[src/rtl/booth_product_acc.sv]
// Sums framed signed 32-bit Booth products into an ACC_W-bit total, with a product count and a sticky overflow flag.
// Latency 1 cycle from last beat to out_valid; in_ready low while a result is held. Macro BOOTH_ACC_SAT_EN: clamp on overflow instead of wrapping.
module booth_product_acc #(
    parameter int ACC_W = 40,
    parameter int CNT_W = 8
) (
    input  logic             clk,
    input  logic             rst_n,
    input  logic             clr,
    input  logic             in_valid,
    output logic             in_ready,
    input  logic [31:0]      in_prod,
    input  logic             in_last,
    output logic             out_valid,
    input  logic             out_ready,
    output logic [ACC_W-1:0] out_acc,
    output logic [CNT_W-1:0] out_count,
    output logic             out_ovf
);
    typedef enum logic [1:0] {IDLE, ACCUM, HOLD} state_t;

    localparam logic [CNT_W-1:0] CNT_ONE = 1;
    localparam logic [ACC_W-1:0] ACC_MAX = {1'b0, {(ACC_W-1){1'b1}}};
    localparam logic [ACC_W-1:0] ACC_MIN = {1'b1, {(ACC_W-1){1'b0}}};

    state_t           r_state, w_state_nxt;
    logic             r_live;
    logic [ACC_W-1:0] r_acc, w_acc_nxt, w_ext, w_sum, w_acc_upd;
    logic [CNT_W-1:0] r_cnt, w_cnt_nxt;
    logic             r_ovf, w_ovf_nxt;
    logic             w_beat, w_add_ovf;

    assign w_ext     = {{(ACC_W-32){in_prod[31]}}, in_prod};
    assign w_sum     = r_acc + w_ext;
    assign w_add_ovf = (r_acc[ACC_W-1] == w_ext[ACC_W-1]) && (w_sum[ACC_W-1] != r_acc[ACC_W-1]);

`ifdef BOOTH_ACC_SAT_EN
    // An overflow can only occur toward the shared operand sign, so that sign picks the rail.
    assign w_acc_upd = w_add_ovf ? (r_acc[ACC_W-1] ? ACC_MIN : ACC_MAX) : w_sum;
`else
    assign w_acc_upd = w_sum;
`endif

    // r_live keeps in_ready low until the first clock edge after reset release.
    assign in_ready  = r_live && (r_state != HOLD);
    assign out_valid = (r_state == HOLD);
    assign w_beat    = in_valid && in_ready;
    assign out_acc   = r_acc;
    assign out_count = r_cnt;
    assign out_ovf   = r_ovf;

    always_comb begin
        w_state_nxt = r_state;
        w_acc_nxt   = r_acc;
        w_cnt_nxt   = r_cnt;
        w_ovf_nxt   = r_ovf;
        if (clr) begin
            w_state_nxt = IDLE;
            w_acc_nxt   = '0;
            w_cnt_nxt   = '0;
            w_ovf_nxt   = 1'b0;
        end else begin
            case (r_state)
                IDLE, ACCUM: begin
                    if (w_beat) begin
                        w_acc_nxt   = w_acc_upd;
                        w_cnt_nxt   = (&r_cnt) ? r_cnt : r_cnt + CNT_ONE;
                        w_ovf_nxt   = r_ovf | w_add_ovf;
                        w_state_nxt = in_last ? HOLD : ACCUM;
                    end
                end
                HOLD: begin
                    if (out_ready) begin
                        w_state_nxt = IDLE;
                        w_acc_nxt   = '0;
                        w_cnt_nxt   = '0;
                        w_ovf_nxt   = 1'b0;
                    end
                end
                default: w_state_nxt = IDLE;
            endcase
        end
    end

    always_ff @(posedge clk or negedge rst_n) begin
        if (!rst_n) begin
            r_state <= IDLE;
            r_live  <= 1'b0;
            r_acc   <= '0;
            r_cnt   <= '0;
            r_ovf   <= 1'b0;
        end else begin
            r_state <= w_state_nxt;
            r_live  <= 1'b1;
            r_acc   <= w_acc_nxt;
            r_cnt   <= w_cnt_nxt;
            r_ovf   <= w_ovf_nxt;
        end
    end
endmodule

[config.mk]
export PLATFORM = sky130hd
export DESIGN_NAME = booth_product_acc
export DESIGN_NICKNAME = d
export VERILOG_FILES = /design/src/rtl/booth_product_acc.sv
export SDC_FILE = /design/constraint.sdc
export NUM_CORES = 1
export LEC_CHECK = 0
export ABC_CLOCK_PERIOD_IN_PS = 3600
export BUFFER_PORTS_ARGS = -buffer_cell sky130_fd_sc_hd__buf_2
export CORE_ASPECT_RATIO = 1.5
export CORE_UTILIZATION = 44
export CTS_CLUSTER_SIZE = 25
export DETAILED_ROUTE_END_ITERATION = 8
export PLACE_DENSITY = 0.67
export SYNTH_ARGS = -nofsm -noshare
export SYNTH_HDL_FRONTEND = slang
export SYNTH_SLANG_ARGS = --single-unit
[constraint.sdc]
create_clock -name clk -period 3.6 [get_ports clk]
set_input_delay 0.72 -clock clk [delete_from_list [all_inputs] [get_ports clk]]
set_output_delay 0.72 -clock clk [all_outputs]
set_load 0.01 [all_outputs]
==> flow_summary.json <==
{
  "yosys_warnings": 0,
  "antennaDiodeCount": 0,
  "leakagePower_nw": 2.516,
  "drtAntennaViolNets": 0,
  "r2r.worst_path.cells": 12,
  "slowest_delay_ps": 410,
  "setup_viol": 0,
  "die_h_microns": 121.3,
  "drt-initial-drc-count": 182,
  "gr-max-usage-layer": "met2",
  "layout-drive-gt1-share_pct": 19.52,
  "clk_path_buf_depth": 2,
  "cts_hold_buffers": 0,
  "netlist_area_sq_um": 4172,
  "critPathSlowestCell": "fa_1",
  "cellPowerDensity_nw_per_um2": 381.6,
  "slew_headroom_pct": 55.96,
  "h-tree-depth": 2,
  "synth_edf_count": 0,
  "grt_max_degree": 29,
  "ir_drop_mv": 0.2266,
  "status": "finished clean",
  "startpoint_type": "input port",
  "path_clk_slew_ps": 70,
  "post_cts_buffers": 0,
  "final.setup_skew_ps": 5.365,
  "grt_pass1_vias": 4014,
  "core_sq_um": 9254,
  "initial_core_util_pct": 45.08,
  "pin_count": 89,
  "vias_per_cell": 5.803,
  "vias": 4039,
  "ys_seq_area_share_pct": 31.19,
  "numCtsBuffers": 5,
  "power_mw": 1.881,
  "synth.distinct_cells": 53,
  "worstReg2RegStart": "out_acc[0]",
  "worstHoldPathType": "input port to asynchronous set/reset pin",
  "dp_hpwl_microns": 8372,
  "worstMarginPinSlew_ps": 660.5,
  "syn_inst": 498,
  "cp.arrival_ps": 3400,
  "grt_antenna_before_repair": 1,
  "critPathLaunch": "in_prod[0]",
  "route.detailed.drc": 0,
  "synthArstFlopShare_pct": 100.0,
  "path_cells": "buf_2 > ha_1 > inv_1 > fa_1 > nand2b_1 > a211oi_1 > o21ai_0 > a21boi_2 > a311o_1 > a41oi_1 > a31oi_1 > mux2i_1 > o21ai_0",
  "wl_microns": 10770,
  "ys.flop_type": "dfrtp_1",
  "final_max_slew_viol_count": 0,
  "synth_fp_nets": 577,
  "final_cell_mix": "88 x buf_2, 57 x nand2_1, 53 x o21ai_0",
  "gr-usage-met1_pct": 26.33,
  "cap_viol_max_count": 0,
  "gr-total-overflow": 0,
  "yosys_register_bits": 52,
  "fp-row-count": 43,
  "layout.nets": 662,
  "critPathRequiredTime_ps": 3760,
  "rsz0062_at_grt": "false",
  "chipWidth_microns": 81.50,
  "dr.pass1.iters": 5,
  "setup_tns_ps": 0,
  "crit_type": "input port to flop",
  "gp_congestion": 0.8476,
  "clock_latency_ps": 300,
  "cts.sinks": 52,
  "cts_root_buf": "clkbuf_16",
  "worst_path_most_repeated_cell": "o21ai_0",
  "portBuffers": 88,
  "area_growth_pct": 18.18,
  "post-route-period-util_pct": 90.14,
  "grtUsageMet2_pct": 42.14,
  "grt_use_total_pct": 23.23,
  "grtUsageMet3_pct": 3.684,
  "cp-end-kind": "flop",
  "cts-resized-gates": 0,
  "cts_tree": "yes",
  "avgSynthCellArea_sq_um": 8.377,
  "finalHoldWorstSlack_ps": 442.3,
  "max_freq_mhz": 308.2,
  "regToRegEndpoint": "out_acc[32]",
  "ff2ff_setup_slack_ps": 450,
  "fin_crit_ps": 3245,
  "wire_per_inst_microns": 15.48,
  "die-area_sq_um": 9882,
  "final_common_cell": "buf_2",
  "crit_path_end": "out_acc[32]",
  "cp_max_fo": 3,
  "grt_pass1_wl_microns": 17920,
  "hold_viol": 0
}
[critical path: cells and delay by family]
family | cells | cell delay (ps)
AO/OA/AOI/OAI | 7 | 1520
adder cells (fa/ha/maj) | 2 | 600
AND/OR/NAND/NOR | 1 | 200
buffers and inverters | 2 | 160
multiplexers | 1 | 190
[sequential cells by signal, indices dropped and copies added, names as in the netlist]
name / count
out_acc: 40
out_count: 8
out_ovf: 1
r_live: 1
r_state: 2
[final cells by class]
type	count	area [sq um]
Clock buffer	7	152.6
Clock inverter	1	30.03
Fill cell	883	4324
Tap cell	112	140.1
Multi-Input combinational cell	414	2753
Sequential cell	52	1301
Inverter	14	52.55
Timing Repair Buffer	96	500.5
[synth_stat cells, drive strengths merged (2+ instances only)]
library cell	number	area (sq um)
a211oi	6	45.04
a21boi	2	18.77
a21o	21	157.7
a21oi	40	200.2
a221o	2	20.02
a22o	7	61.31
a311o	2	20.02
a31oi	6	52.55
a32o	2	20.02
a41oi	2	17.52
and2	4	25.02
and3	6	38.79
clkbuf	17	63.81
dfrtp	52	1301
ha	40	500.5
inv	14	52.55
mux2i	4	40.04
nand2	57	214.0
nand2b	10	62.56
nand3	14	70.07
nand4	10	62.56
nand4b	2	17.52
nor2	38	142.6
nor2b	6	37.54
nor3	8	40.04
nor4	2	12.51
o2111ai	2	17.52
o211ai	2	15.01
o21a	2	15.01
o21ai	57	289.0
o21bai	5	37.54
o221ai	2	17.52
o22ai	2	12.51
o31ai	3	22.52
xnor2	19	166.4
xor2	18	157.7
[per-layer routing]
layer / share of wire [%] / vias to the layer above / routed length, microns
li1: - / 1989 / -
met1: 41 / 1915 / 4402
met2: 52 / 112 / 5621
met3: 4.6 / 21 / 491
met4: 2.3 / 2 / 244
met5: 0.12 / - / 13
[through the flow]
step / instance area [sq um] / worst slack (ps) / util (%) / cells
6_report: 4930 / 355.0 / 53.27 / 696
5_1_grt: 4930 / 140.1 / 53.27 / 696
4_1_cts: 4930 / 368.8 / 53.27 / 696
3_5_place_dp: 4747 / 56.39 / 51.30 / 688
3_3_place_gp: 4747 / 158.5 / 51.30 / 688
2_1_floorplan: 4172 / 445.1 / - / 498
[logic make-up after synthesis]
logic type | Yosys count | share of synthesized area [%]
flops | 52 | 31.19
other cells | 1 | 0.08990
xor+xnor | 37 | 7.768
simple gates | 159 | 17.67
compound gates | 172 | 26.96
mux | 4 | 0.9598
fa+ha+maj | 41 | 12.48
buf+inv | 32 | 2.879
[worst min path at each step]
stage,to,depth (start not counted),start
floorplan,out_acc[0],0,rst_n
global placement,out_ovf,2,out_ovf
detailed placement,out_ovf,2,out_ovf
CTS,out_acc[14],1,rst_n
global route,out_acc[12],1,rst_n
finish,out_acc[14],1,rst_n
[report_power, final]
part           total (mW)  switching [mW]  internal, mW
registers           0.674          0.0438         0.630
logic               0.608           0.353         0.256
clock network       0.599           0.232         0.367
Note: power is estimated with default switching activity, not from simulation.
